--- src/rtl/dram_burst_splitter_if.sv ---
// rtl/dram_burst_splitter_if.sv - AXI4 channel bundle used on both sides of the burst splitter
interface dram_burst_splitter_if #(
    parameter int IDW = 8,
    parameter int AW  = 32,
    parameter int DW  = 32
);
    logic [IDW-1:0]  ARID;
    logic [AW-1:0]   ARADDR;
    logic [3:0]      ARLEN;
    logic [2:0]      ARSIZE;
    logic [1:0]      ARBURST;
    logic            ARVALID;
    logic            ARREADY;

    logic [IDW-1:0]  RID;
    logic [DW-1:0]   RDATA;
    logic [1:0]      RRESP;
    logic            RLAST;
    logic            RVALID;
    logic            RREADY;

    logic [IDW-1:0]  AWID;
    logic [AW-1:0]   AWADDR;
    logic [3:0]      AWLEN;
    logic [2:0]      AWSIZE;
    logic [1:0]      AWBURST;
    logic            AWVALID;
    logic            AWREADY;

    logic [DW-1:0]   WDATA;
    logic [DW/8-1:0] WSTRB;
    logic            WLAST;
    logic            WVALID;
    logic            WREADY;

    logic [IDW-1:0]  BID;
    logic [1:0]      BRESP;
    logic            BVALID;
    logic            BREADY;

    modport master (
        output ARID, ARADDR, ARLEN, ARSIZE, ARBURST, ARVALID, input ARREADY,
        input  RID, RDATA, RRESP, RLAST, RVALID, output RREADY,
        output AWID, AWADDR, AWLEN, AWSIZE, AWBURST, AWVALID, input AWREADY,
        output WDATA, WSTRB, WLAST, WVALID, input WREADY,
        input  BID, BRESP, BVALID, output BREADY
    );

    modport slave (
        input  ARID, ARADDR, ARLEN, ARSIZE, ARBURST, ARVALID, output ARREADY,
        output RID, RDATA, RRESP, RLAST, RVALID, input RREADY,
        input  AWID, AWADDR, AWLEN, AWSIZE, AWBURST, AWVALID, output AWREADY,
        input  WDATA, WSTRB, WLAST, WVALID, output WREADY,
        output BID, BRESP, BVALID, input BREADY
    );
endinterface

--- src/rtl/dram_burst_splitter.sv ---
// rtl/dram_burst_splitter.sv - splits AXI4 bursts into single-beat transactions and merges the responses
module dram_burst_splitter #(
    parameter int IDW = 8,
    parameter int AW  = 32,
    parameter int DW  = 32
) (
    input  logic                   ACLK,
    input  logic                   ARESETn,
    dram_burst_splitter_if.slave   s_axi,
    dram_burst_splitter_if.master  m_axi
);
    typedef enum logic [2:0] {
        IDLE, RD_ADDR, RD_DATA, WR_ADDR, WR_DATA, WR_RESP, WR_BACK
    } state_t;

    state_t           r_state;
    logic [IDW-1:0]   r_id;
    logic [AW-1:0]    r_addr;
    logic [3:0]       r_len;
    logic [2:0]       r_size;
    logic [1:0]       r_burst;
    logic [3:0]       r_cnt;
    logic [1:0]       r_bresp;
    logic             r_wlast;
    logic             r_err;

    logic             w_idle;
    logic             w_rd_data;
    logic             w_wr_data;
    logic             w_wr_back;
    logic             w_last_beat;
    logic [AW-1:0]    w_next_addr;
    logic             w_unused_ok;

    assign w_idle      = (r_state == IDLE);
    assign w_rd_data   = (r_state == RD_DATA);
    assign w_wr_data   = (r_state == WR_DATA);
    assign w_wr_back   = (r_state == WR_BACK);
    assign w_last_beat = (r_cnt == r_len);
    // FIXED keeps hammering one address; INCR and WRAP both step linearly because each beat is issued alone
    assign w_next_addr = (r_burst == 2'b00) ? r_addr : r_addr + (AW'(1) << r_size);
    assign w_unused_ok = ^{m_axi.RLAST, m_axi.RID, m_axi.BID};

    always_ff @(posedge ACLK) begin
        if (!ARESETn) begin
            r_state <= IDLE;
            r_id    <= '0;
            r_addr  <= '0;
            r_len   <= '0;
            r_size  <= '0;
            r_burst <= '0;
            r_cnt   <= '0;
            r_bresp <= '0;
            r_wlast <= 1'b0;
            r_err   <= 1'b0;
        end else begin
            case (r_state)
                IDLE: begin
                    r_cnt   <= '0;
                    r_bresp <= '0;
                    r_wlast <= 1'b0;
                    r_err   <= 1'b0;
                    if (s_axi.AWVALID) begin
                        r_id    <= s_axi.AWID;
                        r_addr  <= s_axi.AWADDR;
                        r_len   <= s_axi.AWLEN;
                        r_size  <= s_axi.AWSIZE;
                        r_burst <= s_axi.AWBURST;
                        r_state <= WR_ADDR;
                    end else if (s_axi.ARVALID) begin
                        r_id    <= s_axi.ARID;
                        r_addr  <= s_axi.ARADDR;
                        r_len   <= s_axi.ARLEN;
                        r_size  <= s_axi.ARSIZE;
                        r_burst <= s_axi.ARBURST;
                        r_state <= RD_ADDR;
                    end
                end
                RD_ADDR: begin
                    if (m_axi.ARREADY) r_state <= RD_DATA;
                end
                RD_DATA: begin
                    if (m_axi.RVALID && s_axi.RREADY) begin
                        if (w_last_beat) begin
                            r_state <= IDLE;
                        end else begin
                            r_cnt   <= r_cnt + 4'd1;
                            r_addr  <= w_next_addr;
                            r_state <= RD_ADDR;
                        end
                    end
                end
                WR_ADDR: begin
                    if (m_axi.AWREADY) r_state <= WR_DATA;
                end
                WR_DATA: begin
                    if (s_axi.WVALID && m_axi.WREADY) begin
                        r_wlast <= s_axi.WLAST;
                        r_state <= WR_RESP;
                    end
                end
                WR_RESP: begin
                    if (m_axi.BVALID) begin
                        r_bresp <= r_bresp | m_axi.BRESP;
                        if (w_last_beat || r_wlast) begin
                            // WLAST disagreeing with the announced length means the burst was malformed
                            r_err   <= (w_last_beat != r_wlast);
                            r_state <= WR_BACK;
                        end else begin
                            r_cnt   <= r_cnt + 4'd1;
                            r_addr  <= w_next_addr;
                            r_state <= WR_ADDR;
                        end
                    end
                end
                WR_BACK: begin
                    if (s_axi.BREADY) r_state <= IDLE;
                end
                default: r_state <= IDLE;
            endcase
        end
    end

    // Upstream side: everything not owned by the current state is held at zero
    assign s_axi.AWREADY = w_idle & s_axi.AWVALID;
    assign s_axi.ARREADY = w_idle & s_axi.ARVALID & ~s_axi.AWVALID;

    assign s_axi.RVALID  = w_rd_data & m_axi.RVALID;
    assign s_axi.RDATA   = w_rd_data ? m_axi.RDATA : '0;
    assign s_axi.RRESP   = w_rd_data ? m_axi.RRESP : 2'b00;
    assign s_axi.RID     = w_rd_data ? r_id : '0;
    assign s_axi.RLAST   = w_rd_data & w_last_beat;

    assign s_axi.WREADY  = w_wr_data & m_axi.WREADY;

    assign s_axi.BVALID  = w_wr_back;
    assign s_axi.BID     = w_wr_back ? r_id : '0;
    assign s_axi.BRESP   = w_wr_back ? (r_err ? 2'b10 : r_bresp) : 2'b00;

    // Downstream side: every beat goes out as its own LEN=0 INCR transaction
    assign m_axi.ARVALID = (r_state == RD_ADDR);
    assign m_axi.ARID    = r_id;
    assign m_axi.ARADDR  = r_addr;
    assign m_axi.ARLEN   = 4'd0;
    assign m_axi.ARSIZE  = r_size;
    assign m_axi.ARBURST = 2'b01;
    assign m_axi.RREADY  = w_rd_data & s_axi.RREADY;

    assign m_axi.AWVALID = (r_state == WR_ADDR);
    assign m_axi.AWID    = r_id;
    assign m_axi.AWADDR  = r_addr;
    assign m_axi.AWLEN   = 4'd0;
    assign m_axi.AWSIZE  = r_size;
    assign m_axi.AWBURST = 2'b01;

    assign m_axi.WVALID  = w_wr_data & s_axi.WVALID;
    assign m_axi.WDATA   = w_wr_data ? s_axi.WDATA : '0;
    assign m_axi.WSTRB   = w_wr_data ? s_axi.WSTRB : '0;
    assign m_axi.WLAST   = w_wr_data;

    assign m_axi.BREADY  = (r_state == WR_RESP);
endmodule

--- src/flat_wrapper.sv ---
// flat-port wrapper written by rule: the top's interface ports become plain ports
module dram_burst_splitter_flat 
#(
    parameter int IDW = 8,
    parameter int AW  = 32,
    parameter int DW  = 32
)
  (ACLK, ARESETn, s_axi_ARID, s_axi_ARADDR, s_axi_ARLEN, s_axi_ARSIZE, s_axi_ARBURST, s_axi_ARVALID, s_axi_ARREADY, s_axi_RID, s_axi_RDATA, s_axi_RRESP, s_axi_RLAST, s_axi_RVALID, s_axi_RREADY, s_axi_AWID, s_axi_AWADDR, s_axi_AWLEN, s_axi_AWSIZE, s_axi_AWBURST, s_axi_AWVALID, s_axi_AWREADY, s_axi_WDATA, s_axi_WSTRB, s_axi_WLAST, s_axi_WVALID, s_axi_WREADY, s_axi_BID, s_axi_BRESP, s_axi_BVALID, s_axi_BREADY, m_axi_ARID, m_axi_ARADDR, m_axi_ARLEN, m_axi_ARSIZE, m_axi_ARBURST, m_axi_ARVALID, m_axi_ARREADY, m_axi_RID, m_axi_RDATA, m_axi_RRESP, m_axi_RLAST, m_axi_RVALID, m_axi_RREADY, m_axi_AWID, m_axi_AWADDR, m_axi_AWLEN, m_axi_AWSIZE, m_axi_AWBURST, m_axi_AWVALID, m_axi_AWREADY, m_axi_WDATA, m_axi_WSTRB, m_axi_WLAST, m_axi_WVALID, m_axi_WREADY, m_axi_BID, m_axi_BRESP, m_axi_BVALID, m_axi_BREADY);
  dram_burst_splitter_if #(.IDW(IDW), .AW(AW), .DW(DW)) s_axi_i ();
  dram_burst_splitter_if #(.IDW(IDW), .AW(AW), .DW(DW)) m_axi_i ();
  input  logic ACLK;
  input  logic ARESETn;
  input wire logic [$bits(s_axi_i.ARID)-1:0] s_axi_ARID;
  input wire logic [$bits(s_axi_i.ARADDR)-1:0] s_axi_ARADDR;
  input wire logic [$bits(s_axi_i.ARLEN)-1:0] s_axi_ARLEN;
  input wire logic [$bits(s_axi_i.ARSIZE)-1:0] s_axi_ARSIZE;
  input wire logic [$bits(s_axi_i.ARBURST)-1:0] s_axi_ARBURST;
  input wire logic [$bits(s_axi_i.ARVALID)-1:0] s_axi_ARVALID;
  output wire logic [$bits(s_axi_i.ARREADY)-1:0] s_axi_ARREADY;
  output wire logic [$bits(s_axi_i.RID)-1:0] s_axi_RID;
  output wire logic [$bits(s_axi_i.RDATA)-1:0] s_axi_RDATA;
  output wire logic [$bits(s_axi_i.RRESP)-1:0] s_axi_RRESP;
  output wire logic [$bits(s_axi_i.RLAST)-1:0] s_axi_RLAST;
  output wire logic [$bits(s_axi_i.RVALID)-1:0] s_axi_RVALID;
  input wire logic [$bits(s_axi_i.RREADY)-1:0] s_axi_RREADY;
  input wire logic [$bits(s_axi_i.AWID)-1:0] s_axi_AWID;
  input wire logic [$bits(s_axi_i.AWADDR)-1:0] s_axi_AWADDR;
  input wire logic [$bits(s_axi_i.AWLEN)-1:0] s_axi_AWLEN;
  input wire logic [$bits(s_axi_i.AWSIZE)-1:0] s_axi_AWSIZE;
  input wire logic [$bits(s_axi_i.AWBURST)-1:0] s_axi_AWBURST;
  input wire logic [$bits(s_axi_i.AWVALID)-1:0] s_axi_AWVALID;
  output wire logic [$bits(s_axi_i.AWREADY)-1:0] s_axi_AWREADY;
  input wire logic [$bits(s_axi_i.WDATA)-1:0] s_axi_WDATA;
  input wire logic [$bits(s_axi_i.WSTRB)-1:0] s_axi_WSTRB;
  input wire logic [$bits(s_axi_i.WLAST)-1:0] s_axi_WLAST;
  input wire logic [$bits(s_axi_i.WVALID)-1:0] s_axi_WVALID;
  output wire logic [$bits(s_axi_i.WREADY)-1:0] s_axi_WREADY;
  output wire logic [$bits(s_axi_i.BID)-1:0] s_axi_BID;
  output wire logic [$bits(s_axi_i.BRESP)-1:0] s_axi_BRESP;
  output wire logic [$bits(s_axi_i.BVALID)-1:0] s_axi_BVALID;
  input wire logic [$bits(s_axi_i.BREADY)-1:0] s_axi_BREADY;
  output wire logic [$bits(m_axi_i.ARID)-1:0] m_axi_ARID;
  output wire logic [$bits(m_axi_i.ARADDR)-1:0] m_axi_ARADDR;
  output wire logic [$bits(m_axi_i.ARLEN)-1:0] m_axi_ARLEN;
  output wire logic [$bits(m_axi_i.ARSIZE)-1:0] m_axi_ARSIZE;
  output wire logic [$bits(m_axi_i.ARBURST)-1:0] m_axi_ARBURST;
  output wire logic [$bits(m_axi_i.ARVALID)-1:0] m_axi_ARVALID;
  input wire logic [$bits(m_axi_i.ARREADY)-1:0] m_axi_ARREADY;
  input wire logic [$bits(m_axi_i.RID)-1:0] m_axi_RID;
  input wire logic [$bits(m_axi_i.RDATA)-1:0] m_axi_RDATA;
  input wire logic [$bits(m_axi_i.RRESP)-1:0] m_axi_RRESP;
  input wire logic [$bits(m_axi_i.RLAST)-1:0] m_axi_RLAST;
  input wire logic [$bits(m_axi_i.RVALID)-1:0] m_axi_RVALID;
  output wire logic [$bits(m_axi_i.RREADY)-1:0] m_axi_RREADY;
  output wire logic [$bits(m_axi_i.AWID)-1:0] m_axi_AWID;
  output wire logic [$bits(m_axi_i.AWADDR)-1:0] m_axi_AWADDR;
  output wire logic [$bits(m_axi_i.AWLEN)-1:0] m_axi_AWLEN;
  output wire logic [$bits(m_axi_i.AWSIZE)-1:0] m_axi_AWSIZE;
  output wire logic [$bits(m_axi_i.AWBURST)-1:0] m_axi_AWBURST;
  output wire logic [$bits(m_axi_i.AWVALID)-1:0] m_axi_AWVALID;
  input wire logic [$bits(m_axi_i.AWREADY)-1:0] m_axi_AWREADY;
  output wire logic [$bits(m_axi_i.WDATA)-1:0] m_axi_WDATA;
  output wire logic [$bits(m_axi_i.WSTRB)-1:0] m_axi_WSTRB;
  output wire logic [$bits(m_axi_i.WLAST)-1:0] m_axi_WLAST;
  output wire logic [$bits(m_axi_i.WVALID)-1:0] m_axi_WVALID;
  input wire logic [$bits(m_axi_i.WREADY)-1:0] m_axi_WREADY;
  input wire logic [$bits(m_axi_i.BID)-1:0] m_axi_BID;
  input wire logic [$bits(m_axi_i.BRESP)-1:0] m_axi_BRESP;
  input wire logic [$bits(m_axi_i.BVALID)-1:0] m_axi_BVALID;
  output wire logic [$bits(m_axi_i.BREADY)-1:0] m_axi_BREADY;
  assign s_axi_i.ARID = s_axi_ARID;
  assign s_axi_i.ARADDR = s_axi_ARADDR;
  assign s_axi_i.ARLEN = s_axi_ARLEN;
  assign s_axi_i.ARSIZE = s_axi_ARSIZE;
  assign s_axi_i.ARBURST = s_axi_ARBURST;
  assign s_axi_i.ARVALID = s_axi_ARVALID;
  assign s_axi_ARREADY = s_axi_i.ARREADY;
  assign s_axi_RID = s_axi_i.RID;
  assign s_axi_RDATA = s_axi_i.RDATA;
  assign s_axi_RRESP = s_axi_i.RRESP;
  assign s_axi_RLAST = s_axi_i.RLAST;
  assign s_axi_RVALID = s_axi_i.RVALID;
  assign s_axi_i.RREADY = s_axi_RREADY;
  assign s_axi_i.AWID = s_axi_AWID;
  assign s_axi_i.AWADDR = s_axi_AWADDR;
  assign s_axi_i.AWLEN = s_axi_AWLEN;
  assign s_axi_i.AWSIZE = s_axi_AWSIZE;
  assign s_axi_i.AWBURST = s_axi_AWBURST;
  assign s_axi_i.AWVALID = s_axi_AWVALID;
  assign s_axi_AWREADY = s_axi_i.AWREADY;
  assign s_axi_i.WDATA = s_axi_WDATA;
  assign s_axi_i.WSTRB = s_axi_WSTRB;
  assign s_axi_i.WLAST = s_axi_WLAST;
  assign s_axi_i.WVALID = s_axi_WVALID;
  assign s_axi_WREADY = s_axi_i.WREADY;
  assign s_axi_BID = s_axi_i.BID;
  assign s_axi_BRESP = s_axi_i.BRESP;
  assign s_axi_BVALID = s_axi_i.BVALID;
  assign s_axi_i.BREADY = s_axi_BREADY;
  assign m_axi_ARID = m_axi_i.ARID;
  assign m_axi_ARADDR = m_axi_i.ARADDR;
  assign m_axi_ARLEN = m_axi_i.ARLEN;
  assign m_axi_ARSIZE = m_axi_i.ARSIZE;
  assign m_axi_ARBURST = m_axi_i.ARBURST;
  assign m_axi_ARVALID = m_axi_i.ARVALID;
  assign m_axi_i.ARREADY = m_axi_ARREADY;
  assign m_axi_i.RID = m_axi_RID;
  assign m_axi_i.RDATA = m_axi_RDATA;
  assign m_axi_i.RRESP = m_axi_RRESP;
  assign m_axi_i.RLAST = m_axi_RLAST;
  assign m_axi_i.RVALID = m_axi_RVALID;
  assign m_axi_RREADY = m_axi_i.RREADY;
  assign m_axi_AWID = m_axi_i.AWID;
  assign m_axi_AWADDR = m_axi_i.AWADDR;
  assign m_axi_AWLEN = m_axi_i.AWLEN;
  assign m_axi_AWSIZE = m_axi_i.AWSIZE;
  assign m_axi_AWBURST = m_axi_i.AWBURST;
  assign m_axi_AWVALID = m_axi_i.AWVALID;
  assign m_axi_i.AWREADY = m_axi_AWREADY;
  assign m_axi_WDATA = m_axi_i.WDATA;
  assign m_axi_WSTRB = m_axi_i.WSTRB;
  assign m_axi_WLAST = m_axi_i.WLAST;
  assign m_axi_WVALID = m_axi_i.WVALID;
  assign m_axi_i.WREADY = m_axi_WREADY;
  assign m_axi_i.BID = m_axi_BID;
  assign m_axi_i.BRESP = m_axi_BRESP;
  assign m_axi_i.BVALID = m_axi_BVALID;
  assign m_axi_BREADY = m_axi_i.BREADY;
  dram_burst_splitter #(.IDW(IDW), .AW(AW), .DW(DW)) u_core (.ACLK(ACLK), .ARESETn(ARESETn), .s_axi(s_axi_i), .m_axi(m_axi_i));
endmodule
--- config.mk ---
export PLATFORM = sky130hd
export DESIGN_NAME = dram_burst_splitter_flat
export DESIGN_NICKNAME = d
export VERILOG_FILES = /design/src/rtl/dram_burst_splitter_if.sv /design/src/rtl/dram_burst_splitter.sv /design/src/flat_wrapper.sv
export SDC_FILE = /design/constraint.sdc
export NUM_CORES = 1
export LEC_CHECK = 0
export CAP_MARGIN = 20
export CELL_PAD_IN_SITES_DETAIL_PLACEMENT = 0
export CELL_PAD_IN_SITES_GLOBAL_PLACEMENT = 1
export CORE_ASPECT_RATIO = 0.5
export CORE_UTILIZATION = 23
export CTS_BUF_LIST = sky130_fd_sc_hd__clkbuf_4 sky130_fd_sc_hd__clkbuf_8 sky130_fd_sc_hd__clkbuf_16
export CTS_CLUSTER_SIZE = 20
export DETAILED_ROUTE_END_ITERATION = 7
export PLACE_DENSITY = 0.93
export RECOVER_POWER = 25
export SLEW_MARGIN = 20
export SYNTH_ARGS = -nofsm -noshare
export SYNTH_HDL_FRONTEND = slang
export SYNTH_SLANG_ARGS = --single-unit
--- constraint.sdc ---
create_clock -name ACLK -period 3.7 [get_ports ACLK]
set_input_delay 0.37 -clock ACLK [delete_from_list [all_inputs] [get_ports ACLK]]
set_output_delay 0.37 -clock ACLK [all_outputs]
set_load 0.02 [all_outputs]
==> impl_metrics.toml <==
[timing]
min_period_over_period = 0.831
slew_headroom = 0.295
tightest_slew_ps = 1050
fin_setup_tns_ps = 0
rsz0062_at_grt = "false"
setup_violations = 0
whs_ps = 472
max_freq_mhz = 325
hold_viol_final = 0
skew_ps = 9.30
finalCriticalPeriod_ps = 3070
final_max_slew_viol_count = 0

[clock_tree]
insertion_delay_ps = 340
cts_tree = "built"
post_cts.repair.setup_buffers = 0
root_buffer = "clkbuf_16"
cts.sinks = 60
cts_resized = 0
numCtsBuffers = 9
clk_pin_slew_ps = 60
ctsHoldBuffers = 0
cts.path.max_buffers = 2
h-tree-depth = 3

[placement]
dpl_cell_area_um2 = 8920
gp_congestion = 0.840
post-dp-hpwl_um = 18200
io_buffers = 368

[floorplanning]
fp-row-count = 38
die_x_um = 217
core_um2 = 22200
ios = 398
die_h_um = 110
die_area_um2 = 23900
start_util = 0.241

[cells_and_area]
n_fill_cell = 2207
nNetsFinal = 1209
regArea_um2 = 1200
drive_gt1_frac = 0.0469
multi_input_area_um2 = 3550
area_growth_pct = 73.1
finish.instance_area_um2 = 9240

[setup_path]
r2r_slack_ps = 630
critical_path_class = "flip-flop to flip-flop"
arrival_ps = 3300
rr_worst_depth = 8
start_kind = "flip-flop"
cp_max_fo = 11
cp-end-kind = "flip-flop"
cp_data_required_time_ps = 3920

[pwr]
powerDensity_nw_per_um2 = 665
p_leak_uw = 0.00372
power_uw = 6150
ir_worst_vdd_mv = 0.501

[global_route]
grt_antenna_before_repair = 0
grt_pass1_wl_um = 33600
grt_use_total = 0.182
grt_overflow_total = 0
grt_max_degree = 46
first_global_vias = 5897

[routing]
drt_iter0_markers = 417
final_antenna_net_count = 0
remaining_drc_errors = 0
vias_per_cell = 4.77
vias = 6226
finalWirelength_um = 23100
drtPass1Iterations = 5
wire_per_inst_um = 17.7

[flow_run]
cap_violations = 0

[yosys]
yosys_register_bits = 60
seq_area_frac_synth = 0.225
synth_area_per_cell_um2 = 7.61
synth-main-ff-cell = "dfxtp_1"
synth-edff-count = 0
syn_area_um2 = 5340
ys_warn_count = 0
yosysUniqueCellTypes = 67
netlist_instances = 702
ys_async_sr_fraction = 0

[hold_path]
hold_depth = 2
min_path_type = "flip-flop to flip-flop"

[outcome]
status = "complete, no violations"
[kinds of logic (layout without fill, tap and decap cells)]
| kind of cell | after synthesis | after routing | synth area share |
|---|---|---|---|
| other cells | 2 | 14 | 0.00141 |
| fa+ha+maj | 11 | 11 | 0.0272 |
| mux | 57 | 57 | 0.111 |
| compound gates | 154 | 154 | 0.194 |
| buf+inv | 112 | 403 | 0.121 |
| simple gates | 297 | 297 | 0.306 |
| flops | 60 | 60 | 0.225 |
| xor+xnor | 9 | 9 | 0.0148 |
[routing by layer]
metal  routed length [um]  global-route usage
met1                10800               0.252
met2                11300               0.300
met3                  876              0.0266
met4                  223              0.0332
met5                    0                   0
[stage by stage]
step / instances / setup WS, ps / utilization
2_1_floorplan: 712 / 958 / -
3_3_place_gp: 1287 / 763 / 0.402
3_5_place_dp: 1287 / 680 / 0.402
4_1_cts: 1303 / 610 / 0.416
5_1_grt: 1303 / 377 / 0.416
6_report: 1305 / 625 / 0.416
[power breakdown]
group | internal (uW) | switching, uW | leakage (uW)
clock | 597 | 330 | 0.000152
combinational | 1690 | 2180 | 0.00307
sequential | 895 | 454 | 0.000495
[area by class of cell]
cell class                      count  share of cell area
Antenna cell                        2            0.000541
Clock buffer                       10              0.0252
Clock inverter                      6             0.00961
Inverter                            9             0.00365
Multi-Input combinational cell    540               0.384
Sequential cell                    60               0.130
Tap cell                          300              0.0406
Timing Repair Buffer              378               0.406
[critical path, cell delays in order (launching register included)]
cell and delay (ps):
dfxtp_1 520, nor3b_1 380, fa_1 310, a211oi_1 110, or2_1 340, a211oi_1 870, a21oi_1 140, o211ai_1 210
o21ai_1 90
[cells in the final DEF, fill, tap and decap left out, types with 11 or more instances in the layout]
master and count:
a211oi_1 22, a21oi_1 40, a31oi_1 11, and2_1 94
buf_4 11, clkdlybuf4s50_1 309, conb_1 12, dfxtp_1 60
dlygate4sd3_1 58, mux2i_1 49, nand2_1 52, nand3_1 17
nand4_1 11, nor2_1 60, o21ai_0 19
[path summary, 6_finish.rpt]
| path | from | end |
|---|---|---|
| setup reg to reg | u_core.m_axi.ARSIZE[0] | u_core.m_axi.ARADDR[22] |
| setup / recovery | u_core.m_axi.ARSIZE[0] | u_core.m_axi.ARADDR[22] |
| hold reg to reg | u_core.r_wlast | u_core.r_wlast |
| hold / removal | u_core.r_wlast | u_core.r_wlast |
[synthesized netlist by cell type (11+ instances only)]
master,count,area [um^2]
nand4_1,11,68.8
mux2i_1,49,490
dfxtp_1,60,1200
a211oi_1,22,165
clkbuf_1,35,131
a21oi_1,40,200
buf_4,58,435
a31oi_1,11,68.8
nand3_1,17,85.1
nor2_1,62,233
and2_1,94,588
o21ai_0,19,95.1
nand2_1,52,195
[registers in the layout (all words and copies together), names as in the netlist, 2 cells and up]
name	cells
u_core.r_bresp	2
u_core.m_axi.ARID	8
u_core.r_state	3
u_core.r_len	4
u_core.r_cnt	4
u_core.m_axi.ARSIZE	3
u_core.r_burst	2
u_core.m_axi.ARADDR	32
Power figures use the tool's default switching activity.
==> patch (same flow settings) <==
`IDW` is set to 8 in 3 places; all go to 16.
--- a/src/rtl/dram_burst_splitter_if.sv
+++ b/src/rtl/dram_burst_splitter_if.sv
@@ -2,3 +2,3 @@
 interface dram_burst_splitter_if #(
-    parameter int IDW = 8,
+    parameter int IDW = 16,
     parameter int AW  = 32,
--- a/src/rtl/dram_burst_splitter.sv
+++ b/src/rtl/dram_burst_splitter.sv
@@ -2,3 +2,3 @@
 module dram_burst_splitter #(
-    parameter int IDW = 8,
+    parameter int IDW = 16,
     parameter int AW  = 32,
--- a/src/flat_wrapper.sv
+++ b/src/flat_wrapper.sv
@@ -3,3 +3,3 @@
 #(
-    parameter int IDW = 8,
+    parameter int IDW = 16,
     parameter int AW  = 32,
Interface: changed (8 resized); port bits go from 398 to 462. The function was not compared with the original's and may differ.
==> patch against the unedited design <==
- synthesized area up 5.8%
- critical path type is now reg -> out
- register-to-register slack improved by 50 ps
- total power rose by 8.8%
- die area grew 5.8%
- fmax is 0.51% lower
- sequential share of layout area rose by 0.54 points
- routed wire length increased by 4.3%
- combinational power is 8.0% higher
- sequential cell count is 8 higher
- first-iteration DRC count shrank 21%
- setup slack got worse by 16 ps
- sequential power rose by 16%
- final area rose by 8.8%
- largest cell class unchanged
==> patch: results (changes against the unedited design) <==
first-pass GRT wire length=35.4 mm (+5.3%); end point of the critical path=s_axi_BID[4]; count of vias placed by the detailed router=6535 (+5.0%); worst min-delay path startpoint=u_core.r_bresp[0]; vias in the first global route=6048 (+2.6%); largest net degree at the start of global routing=55 (+20%); proportion of power drawn by flip-flops and latches=0.233 (+0.014); arithmetic-cell share of the synthesized area counting full adders, half adders and majority gates=0.0257 (-0.00150); Crit path arrival time=2720 ps (-580 ps); switching share of power=0.475 (-0.00780); met3 usage in global routing=0.0273 (+0.000710); number of antenna cells inserted=0 (-2); synth cell count leaders=sky130_fd_sc_hd__and2_1, sky130_fd_sc_hd__nor2_1, sky130_fd_sc_hd__dfxtp_1; number of nets in the finished design=1321 (+9.3%); ratio of cells with drive above 1 in the final layout=0.0434 (-0.00346); distinct cell type count of the synthesized netlist=58 (-13%); synthesized-area fraction occupied by ao, oa, aoi and oai cells=0.193 (-0.00141); leakage power=0.00396 uW (+6.4%); All-Layer GR Usage=0.180 (-0.00175); status=finished clean; average detailed-routed wire length per instance=17.0 um (-4.0%); VDD IR-drop max=0.000381 V (-24%); largest cells by area after synthesis=sky130_fd_sc_hd__dfxtp_1, sky130_fd_sc_hd__and2_1, sky130_fd_sc_hd__mux2i_1, sky130_fd_sc_hd__buf_4, sky130_fd_sc_hd__nor2_1; Final Hold Slack=471 ps (-0.732 ps); Comb pwr share=0.624 (-0.006); proportion of synthesized area in mux cells=0.109 (-0.00190); number of buffers created by CTS=9 (unchanged); CP peak stage delay=610 ps (-260 ps); xor-xnor portion of the synthesized cell area=0.0217 (+0.00693); post-detail-place hpwl=19.4 mm (+6.1%); family with the most delay on the worst path=buffers and inverters; met2 capacity usage during global routing=0.303 (+0.00317); Hold Path End=u_core.r_bresp[0]; path category of the worst min-delay check=reg -> reg; Resized Gates After CTS=0 (unchanged); flop2flop setup slack=680 ps (+50 ps); number of violations reported at the end of detailed-routing iteration 0=329 (-21%); clock tree skew after final layout=10.4 ps (+1.08 ps); crit path max fanout=15 (+4); M1 GR Usage=0.237 (-0.0145); number of port buffers=416 (+13%); cell at the slowest stage of the critical path=sky130_fd_sc_hd__dfxtp_1
patch: per-stage QoR:
| step | util | cell area [um2] | total power [uW] | std cells | setup slack [ps] |
|---|---|---|---|---|---|
| after CTS | 0.418 | 10100 | 6850 | 1419 | 500 |
| after floorplan | - | 5690 | 4150 | 752 | 990 |
| after detailed placement | 0.404 | 9730 | 5880 | 1403 | 728 |
| after global routing | 0.418 | 10100 | 7110 | 1419 | 377 |
| final | 0.418 | 10100 | 6690 | 1419 | 610 |
| after global placement | 0.404 | 9730 | 5790 | 1403 | 774 |
patch: cell type report:
cell class,instances,share of cell area
clock buffers,12,0.0253
clock inverters,4,0.00722
inverters,5,0.00187
multi-input cells,563,0.364
flip-flops and latches,68,0.135
well taps,336,0.0418
repair buffers,431,0.425
patch: layer usage:
| layer | vias to the layer above | wire length [um] |
|---|---|---|
| met5 | - | 0 |
| met2 | 214 | 11800 |
| met3 | 30 | 1020 |
| met4 | 0 | 526 |
| li1 | 3223 | - |
| met1 | 3068 | 10700 |
